--- config.mk ---
export PLATFORM = sky130hd
export DESIGN_NAME = spike_rate_decoder
export DESIGN_NICKNAME = d
export VERILOG_FILES = /design/src/rtl/spike_rate_decoder_pkg.sv /design/src/rtl/spike_argmax.sv /design/src/rtl/spike_rate_decoder.sv
export SDC_FILE = /design/constraint.sdc
export NUM_CORES = 1
export LEC_CHECK = 0
export ABC_AREA = 1
export BUFFER_PORTS_ARGS = -buffer_cell sky130_fd_sc_hd__buf_2
export CAP_MARGIN = 0
export CORE_ASPECT_RATIO = 0.7
export CORE_MARGIN = 10
export CORE_UTILIZATION = 47
export CTS_BUF_LIST = sky130_fd_sc_hd__clkbuf_4 sky130_fd_sc_hd__clkbuf_8 sky130_fd_sc_hd__clkbuf_16
export DETAILED_ROUTE_END_ITERATION = 7
export PLACE_DENSITY = 0.67
export SYNTH_ARGS = -nofsm -noshare
export SYNTH_HDL_FRONTEND = slang
export SYNTH_SLANG_ARGS = --single-unit
--- constraint.sdc ---
create_clock -name clk -period 7.7 [get_ports clk]
set_clock_uncertainty 0.05 [all_clocks]
set_input_delay 1.925 -clock clk [delete_from_list [all_inputs] [get_ports clk]]
set_output_delay 1.925 -clock clk [all_outputs]
set_load 0.05 [all_outputs]
--- src/rtl/spike_rate_decoder_pkg.sv ---
// Width derivations and flat-bus field helpers shared by the spike decoder,
// the neuron bank and the readout logic.
package spike_rate_decoder_pkg;

  // A count can reach 2^window_bits, so it needs one bit more than a step index.
  function automatic int count_w(input int window_bits);
    return window_bits + 1;
  endfunction

  function automatic int idx_w(input int n_ch);
    return (n_ch > 1) ? $clog2(n_ch) : 1;
  endfunction

  // LSB position of channel ch inside a flat bus of width-bit fields.
  function automatic int field_lsb(input int ch, input int width);
    return ch * width;
  endfunction

endpackage

--- src/rtl/spike_argmax.sv ---
// Combinational argmax over packed per-channel counts; ties resolve to the
// lowest channel index, and all-zero counts yield channel 0.
module spike_argmax
  import spike_rate_decoder_pkg::*;
#(
  parameter int N_CH    = 4,
  parameter int COUNT_W = 5,
  localparam int IDX_W  = idx_w(N_CH)
) (
  input  logic [N_CH*COUNT_W-1:0] counts,
  output logic [IDX_W-1:0]        winner
);

  logic [COUNT_W-1:0] best;

  always_comb begin
    best   = counts[COUNT_W-1:0];
    winner = '0;
    // Strict compare keeps the earlier channel on a tie.
    for (int c = 1; c < N_CH; c++) begin
      if (counts[field_lsb(c, COUNT_W) +: COUNT_W] > best) begin
        best   = counts[field_lsb(c, COUNT_W) +: COUNT_W];
        winner = IDX_W'(c);
      end
    end
  end

endmodule

--- src/rtl/spike_rate_decoder.sv ---
// Decodes per-channel spike trains over a programmable window into count,
// first-spike step and fired flag, plus an argmax winner, behind a valid/ready register.
module spike_rate_decoder
  import spike_rate_decoder_pkg::*;
#(
  parameter int N_CH        = 4,
  parameter int WINDOW_BITS = 4,
  localparam int COUNT_W    = count_w(WINDOW_BITS),
  localparam int IDX_W      = idx_w(N_CH)
) (
  input  logic                        clk,
  input  logic                        reset,
  input  logic                        enable,
  input  logic [N_CH-1:0]             spikes,
  input  logic [WINDOW_BITS-1:0]      window_len,
  output logic                        out_valid,
  input  logic                        out_ready,
  output logic [N_CH*COUNT_W-1:0]     spike_count,
  output logic [N_CH*WINDOW_BITS-1:0] first_spike,
  output logic [N_CH-1:0]             fired,
  output logic [IDX_W-1:0]            winner,
  output logic                        overrun
);

  logic [WINDOW_BITS-1:0] step;
  logic [WINDOW_BITS-1:0] len_q;
  logic [WINDOW_BITS-1:0] cur_len;
  logic [COUNT_W-1:0]     cnt       [N_CH];
  logic [COUNT_W-1:0]     cnt_nxt   [N_CH];
  logic [WINDOW_BITS-1:0] first_acc [N_CH];
  logic [WINDOW_BITS-1:0] first_nxt [N_CH];
  logic [N_CH-1:0]        fired_acc;
  logic [N_CH-1:0]        fired_nxt;
  logic [N_CH*COUNT_W-1:0]     count_flat;
  logic [N_CH*WINDOW_BITS-1:0] first_flat;
  logic [IDX_W-1:0]       win_nxt;
  logic                   close;
  logic                   load;

  // Accumulators including this cycle's spikes: the final result on a close cycle.
  always_comb begin
    cur_len    = (step == '0) ? window_len : len_q;
    close      = enable && (step == cur_len);
    load       = close && (!out_valid || out_ready);
    fired_nxt  = fired_acc | spikes;
    count_flat = '0;
    first_flat = '0;
    for (int c = 0; c < N_CH; c++) begin
      cnt_nxt[c]   = cnt[c] + {{(COUNT_W-1){1'b0}}, spikes[c]};
      first_nxt[c] = (!fired_acc[c] && spikes[c]) ? step : first_acc[c];
      count_flat[field_lsb(c, COUNT_W) +: COUNT_W]         = cnt_nxt[c];
      first_flat[field_lsb(c, WINDOW_BITS) +: WINDOW_BITS] = first_nxt[c];
    end
  end

  spike_argmax #(
    .N_CH    (N_CH),
    .COUNT_W (COUNT_W)
  ) u_argmax (
    .counts (count_flat),
    .winner (win_nxt)
  );

  always_ff @(posedge clk) begin
    if (reset) begin
      step        <= '0;
      len_q       <= '0;
      fired_acc   <= '0;
      for (int c = 0; c < N_CH; c++) begin
        cnt[c]       <= '0;
        first_acc[c] <= '0;
      end
      out_valid   <= 1'b0;
      overrun     <= 1'b0;
      spike_count <= '0;
      first_spike <= '0;
      fired       <= '0;
      winner      <= '0;
    end else begin
      if (enable) begin
        if (step == '0) len_q <= window_len;
        if (close) begin
          step      <= '0;
          fired_acc <= '0;
          for (int c = 0; c < N_CH; c++) begin
            cnt[c]       <= '0;
            first_acc[c] <= '0;
          end
        end else begin
          step      <= step + 1'b1;
          fired_acc <= fired_nxt;
          for (int c = 0; c < N_CH; c++) begin
            cnt[c]       <= cnt_nxt[c];
            first_acc[c] <= first_nxt[c];
          end
        end
      end

      // A close that cannot load means a result is pending and not being taken.
      if (load) begin
        out_valid   <= 1'b1;
        spike_count <= count_flat;
        first_spike <= first_flat;
        fired       <= fired_nxt;
        winner      <= win_nxt;
      end else if (close) begin
        overrun     <= 1'b1;
      end else if (out_valid && out_ready) begin
        out_valid   <= 1'b0;
      end
    end
  end

endmodule

==> key figures, run 1 <==
Global routing
  • Global-route wire length before repair: 19000 um
  • Global route hottest layer: met2
  • GRT Residual Overflow: 0
  • Global Route Usage Sum: around 16%
  • Vias in the first global route: 3828
  • Met2 Use GR: 26.9%
  • Initial antenna violation count: 1
  • Met1 global-route usage: 20.8%
  • Met3 GRT Util: 5.80%
  • Largest net degree at the start of global routing: 53

Yosys
  • Area of the mapped netlist: 4590 sq um
  • Syn_area_per_cell: 7.54 sq um
  • Fraction of synthesized cell area taken by the top area cell type: 28.3%
  • #FFs+latches synth: 92
  • Sequential area share after synthesis: 46.0%
  • Post-synthesis cell type with the largest combined area: dfxtp_1
  • Ranking of synthesized cells by area: dfxtp_1 28%, edfxtp_1 18%, nand2_1 12%
  • Syn_nets: 645
  • Synthesized instance count: between 600 and 700
  • Synth warnings: 0
  • Post-synth cell types: 31

Run
  • Max_cap viols: 0

Place
  • Area after DPL: 4940 sq um
  • GPL Wtd Cong: 0.967
  • HPWL Detailed: between 8000 and 9000 um
  • Placed cell count: 776
  • IO buf count: 55

Floorplan
  • Std-Cell Rows: 30
  • Io pins: 56
  • Die area: 14200 sq um
  • Die H: 103 um
  • Core area: 9610 sq um
  • Die W: 138 um
  • Initial core utilization: 47.8%

Status
  • Status: finished clean

Worst setup path
  • WP buf/inv: 6
  • Critical path fanouts, max: 9
  • RR Startpoint: cnt[0][0]$_SDFFCE_PN0P_
  • CP required: approximately 7.9 ns
  • Crit path kind: primary input to flip-flop
  • Critical Path Max Stage Delay: 0.32 ns
  • Crit-path leading delay family: simple AND/OR/NAND/NOR gates
  • Crit. End Element: flip-flop
  • Reg2reg path depth: 30
  • Slowest cell on crit path: ha_1
  • CP startpoint kind: primary input
  • FF-to-FF setup slack: 2.75 ns
  • FF-to-FF End: winner[0]$_SDFFE_PP0P_
  • Crit path DAT: 6.45 ns

Timing
  • Final Critical Period: approximately 6.3 ns
  • Unrepaired setup endpoints after global routing: false
  • Relative slew slack: between 30% and 40%
  • Hold_ws: a little over 0.4 ns
  • Crit share post-route: 81.4%
  • Max-slew violations: 0
  • Tightest Pin Transition: 0.910 ns
  • Final Hold Fails: 0
  • Fmax: 160 MHz
  • Final setup violation count: 0
  • Fin Setup TNS: 0 ns

Clock network
  • H-tree levels: 3
  • Clock insertion delay at the later pin of the skew report: 0.34 ns
  • PostCTS Resize Cnt: 0
  • CTS buffer count: 9
  • CTS tree: built
  • Hold-fix buffer count after cts: 0
  • CTS Buffer Depth: 2
  • CTS Sinks: 92
  • CTS root buf: clkbuf_16
  • Setup Buffers After CTS: 0
  • Reg clk slew, reported paths: 0.06 ns

Detailed routing
  • Wire per inst: between 10 and 15 um
  • TritonRoute pass-1 iters: 5
  • DRC Markers: 0
  • Via/cell ratio: 5.04
  • Antenna-violating nets left: 0
  • Routed wire length: about 12000 um
  • Total number of vias: 3990
  • Initial DRC Count: 306

Min path
  • Hold Path End: spike_count[7]$_SDFFE_PP0P_
  • HP Class: flip-flop to flip-flop
  • Hold path depth: 2
  • Hold Startpoint: spike_count[7]$_SDFFE_PP0P_

Finish
  • Most frequent cells in the layout: 143 x nand2_1, 106 x nor2_1, 72 x inv_1
  • Commonest non-fill, non-tap cell in the layout: nand2_1
  • Area Overhead vs Synth: 14.5%
  • Share of layout cells above drive strength 1: 13.7%
  • Post-route cell area: 5260 sq um
  • Final instance count without filler cells: 792
  • Fin nets: 695
  • Diode count: 0

Power
  • Leakage: between 0.002 and 0.003 uW
  • PD cells: about 270 nW/um^2
  • Worst VDD drop: between 0.15 and 0.2 mV
metrics by stage:
step | total power, uW | util (%) | setup WS (ns)
3_5_place_dp | 951 | 51.4 | 1.16
3_3_place_gp | 938 | 51.4 | 1.45
6_report | 1420 | 54.8 | 1.43
5_1_grt | 1500 | 54.8 | 0.938
2_1_floorplan | 865 | - | 1.82
4_1_cts | 1430 | 54.8 | 1.50
how the worst max path moves through the flow:
stage,from,endpoint,slack [ns],cells past startpoint
detailed placement,spikes[0],winner[0]$_SDFFE_PP0P_,1.16,31
global route,spikes[0],winner[0]$_SDFFE_PP0P_,0.94,31
global placement,spikes[0],winner[0]$_SDFFE_PP0P_,1.45,31
floorplan,spikes[1],winner[1]$_SDFFE_PP0P_,1.82,30
finish,spikes[0],winner[0]$_SDFFE_PP0P_,1.43,31
CTS,spikes[0],winner[0]$_SDFFE_PP0P_,1.50,31
report_power, final:
part / switching [uW] / internal (uW) / leakage, uW
clock: 185 / 289 / 0.000160
sequential: 23.1 / 540 / 0.000827
combinational: 265 / 114 / 0.00152
worst reg2reg max path: cells and delay by family, from the launching register on:
kind                       cells  cell delay (ns)
and+or+nand+nor               13             1.73
xor gates and xnor gates       1             0.29
DFF                            1             0.39
adders and majority gates      5             1.24
buffers and inverters          5             0.48
AOI/OAI and AO/OA              6             0.67
Yosys cell counts:
library cell,n
buf_4,8
and2_1,4
nand4_1,6
clkbuf_1,6
buf_6,1
dfxtp_1,65
a32oi_1,1
nor2_1,106
xor2_1,7
nand4_4,1
o21ai_1,12
o21a_1,1
o21bai_1,3
ha_1,24
nand2_2,2
a21oi_1,25
xnor2_1,2
o22ai_1,1
o21ai_0,32
edfxtp_1,27
or2_2,5
nor2_4,2
nor2_2,2
inv_2,5
nand2_1,143
nor3_1,2
inv_1,72
nand3_1,38
buf_1,2
nand3b_1,2
buf_2,2
cell families after synthesis:
| family | Yosys count | synth area share, % |
|---|---|---|
| compound gates | 75 | 8.50 |
| fa+ha+maj | 24 | 6.54 |
| xor+xnor | 9 | 1.72 |
| flops | 92 | 46.0 |
| simple gates | 313 | 28.6 |
| buf+inv | 96 | 8.71 |
state kept, by name, summed over array words and instances (netlist names):
signal and count:
first_acc 16, len_q 4, fired_acc 4, cnt 20
spike_count 20, fired 4, overrun 1, step 4
winner 2, first_spike 16, out_valid 1
per-layer routing:
metal,routed length (um),share of wire [%]
met5,0,0
met4,95,0.83
met3,871,7.6
met2,5130,45
met1,5420,47
cell type report:
class	count	area [sq um]
Tap cell	128	160
Inverter	77	289
Clock buffer	10	233
Clock inverter	6	87.6
Multi-Input combinational cell	421	2080
Sequential cell	92	2110
Timing Repair Buffer	58	298
Fill cell	925	4350
(Power assumes the default switching activity.)
==> inputs of run 2 (changes only) <==
==> constraint.sdc (replaced) <==
create_clock -name clk -period 6.2 [get_ports clk]
set_clock_uncertainty 0.05 [all_clocks]
set_input_delay 1.55 -clock clk [delete_from_list [all_inputs] [get_ports clk]]
set_output_delay 1.55 -clock clk [all_outputs]
set_load 0.05 [all_outputs]
==> run 2 against run 1 <==
Flip-flop and latch count is the same; sequential power grew 24%; sequential share of layout area grew 0.077 points; cell count is the same; first-iteration DRC count grew 2.9%; register-to-register slack lost 1.5 ns; via count grew 0.20%; non-clock buffer count is the same; combinational power grew 24%; count of clock-buffer cells in the layout is the same; critical path depth is the same; setup slack lost 1.1 ns.
==> key figures, run 2 (synthesis results as in run 1) <==
Status
  • Status: finished clean

Finish
  • Top Registers: cnt x20, spike_count x20
  • Fin nets: 695 (unchanged)
  • Area Overhead vs Synth: 14.3%
  • Final design utilization: 54.6% (-0.10 points)
  • Fillers: 960 (+3.8%)
  • Commonest non-fill, non-tap cell in the layout: nand2_1
  • Most frequent cells in the layout: 143 x nand2_1, 106 x nor2_1, 72 x inv_1
  • Share of layout cells above drive strength 1: 14.0% (+0.30 points)
  • Final instance count without filler cells: 792 (unchanged)
  • Register Area: 2110 sq um (unchanged)
  • Multi-input gate area: 2100 sq um (+0.72%)
  • Post-route cell area: 5250 sq um (-0.19%)
  • Diode count: 0 (unchanged)

Power
  • Leakage: 0.00251 uW (-0.24%)
  • Worst VDD drop: 0.155 mV (-16%)
  • PD cells: 328 nW/um^2 (+22%)
  • Total power: 1720 uW (+22%)

Clock network
  • PostCTS Resize Cnt: 0 (unchanged)
  • CTS root buf: clkbuf_16
  • Reg clk slew, reported paths: 0.07 ns (about the same)
  • Hold-fix buffer count after cts: 0 (unchanged)
  • CTS Sinks: 92 (unchanged)
  • Clock insertion delay at the later pin of the skew report: 0.35 ns (about the same)
  • Setup Buffers After CTS: 0 (unchanged)
  • H-tree levels: 3 (unchanged)
  • CTS tree: built
  • CTS Buffer Depth: 2 (unchanged)
  • CTS buffer count: 9 (unchanged)

Timing
  • Tightest Pin Transition: 0.920 ns (+0.00971 ns)
  • Max-slew violations: 0 (unchanged)
  • Final setup violation count: 0 (unchanged)
  • Final Hold Fails: 0 (unchanged)
  • Unrepaired setup endpoints after global routing: false
  • Final Critical Period: between 5 and 6 ns
  • Relative slew slack: 38.6% (-0.65 points)
  • Fin Setup TNS: 0 ns (unchanged)
  • Fmax: 171 MHz
  • Crit share post-route: 94.3%

Detailed routing
  • Via/cell ratio: 5.05 (+0.20%)
  • Antenna-violating nets left: 0 (unchanged)
  • Wire per inst: 14.6 um (+0.39%)
  • TritonRoute pass-1 iters: 5 (unchanged)
  • Initial DRC Count: 315 (+2.9%)
  • Total number of vias: 3998 (+0.20%)
  • DRC Markers: 0 (unchanged)
  • Routed wire length: 11600 um (+0.39%)

Worst setup path
  • Crit-path leading delay family: simple AND/OR/NAND/NOR gates
  • Crit. End Element: flip-flop
  • Crit path DAT: 6.03 ns (-0.42 ns)
  • Reg2reg path depth: 30 (unchanged)
  • RR Startpoint: cnt[0][0]$_SDFFCE_PN0P_
  • WP buf/inv: 6 (unchanged)
  • FF-to-FF setup slack: 1.27 ns (-1.48 ns)
  • Critical path fanouts, max: 9 (unchanged)
  • Crit path kind: primary input to flip-flop
  • Critical Path Max Stage Delay: 0.32 ns (about the same)
  • CP startpoint kind: primary input
  • Slowest cell on crit path: ha_1
  • CP required: 6.38 ns (-1.50 ns)
  • FF-to-FF End: winner[1]$_SDFFE_PP0P_

Min path
  • Hold path depth: 2 (unchanged)
  • Hold Path End: spike_count[17]$_SDFFE_PP0P_
  • HP Class: flip-flop to flip-flop
  • Hold Startpoint: spike_count[17]$_SDFFE_PP0P_

Global routing
  • Largest net degree at the start of global routing: 53 (unchanged)
  • Global Route Usage Sum: 16.4% (about the same)
  • Initial antenna violation count: 1 (unchanged)
  • Vias in the first global route: 3844 (+0.42%)
  • Global-route wire length before repair: 19000 um (+0.18%)
  • GRT Residual Overflow: 0 (unchanged)

Place
  • GPL Wtd Cong: 0.968 (about the same)
  • Area after DPL: 4940 sq um (unchanged)
  • IO buf count: 55 (unchanged)
  • HPWL Detailed: 8350 um (+0.80%)
  • Placed cell count: 776 (unchanged)

Floorplan
  • Die W: 138 um (unchanged)
  • Initial core utilization: 47.8% (unchanged)
  • Core area: 9610 sq um (unchanged)
  • Die H: 103 um (unchanged)
  • Std-Cell Rows: 30 (unchanged)
  • Die area: 14200 sq um (unchanged)
  • Io pins: 56 (unchanged)

Run
  • Max_cap viols: 0 (unchanged)
## run 2: cell types whose count changed in the layout (fill, tap and decap cells not counted)
cell	before	now
xor2_1	7	5
xor2_2	0	2
bufinv_16	2	1
clkinv_2	2	3
clkinv_4	1	0
inv_6	1	2
## run 2: report_power, final
part | internal (uW) | total, uW | leakage, uW | switching [uW]
combinational | 142 | 471 | 0.00153 | 329
clock | 318 | 552 | 0.000150 | 234
sequential | 671 | 700 | 0.000827 | 29.1
total | 1130 | 1720 | 0.00251 | 592
## run 2: area by class of cell
type                       instances  share of cell area, %
clock buffer                      10                   4.43
multi-input combinational        421                   39.9
sequential                        92                   40.2
timing repair buffer              58                   5.67
tap                              128                   3.05
inverter                          77                   5.50
clock inverter                     6                   1.19
## run 2: metal layers
layer / wire [um] / global-route usage (%) / up-vias
li1: - / - / 2037
met1: 5470 / 20.9 / 1824
met2: 5230 / 26.3 / 123
met3: 702 / 5.48 / 14
met4: 154 / 4.52 / 0
met5: 0 / 0 / -
## run 2: metrics by stage
step	hold WS [ns]	setup WS, ns
final	0.415	0.352
after global routing	0.445	0.0242
after CTS	0.412	0.347
after detailed placement	0.402	-0.0171
after global placement	0.399	0.320
after floorplan	0.379	0.698
## run 2: tightest hold or removal path: stages (launching register included)
cell	delay, ns
dfxtp_1	0.31
nand2_1	0.06
a21oi_1	0.05
## run 2: worst max-delay path by stage
stage	to	from	cells past startpoint
2_1_floorplan	winner[1]$_SDFFE_PP0P_	spikes[1]	30
5_1_grt	winner[1]$_SDFFE_PP0P_	spikes[0]	31
6_report	winner[1]$_SDFFE_PP0P_	spikes[0]	31
3_5_place_dp	winner[1]$_SDFFE_PP0P_	spikes[0]	31
3_3_place_gp	winner[0]$_SDFFE_PP0P_	spikes[0]	31
4_1_cts	winner[1]$_SDFFE_PP0P_	spikes[0]	31
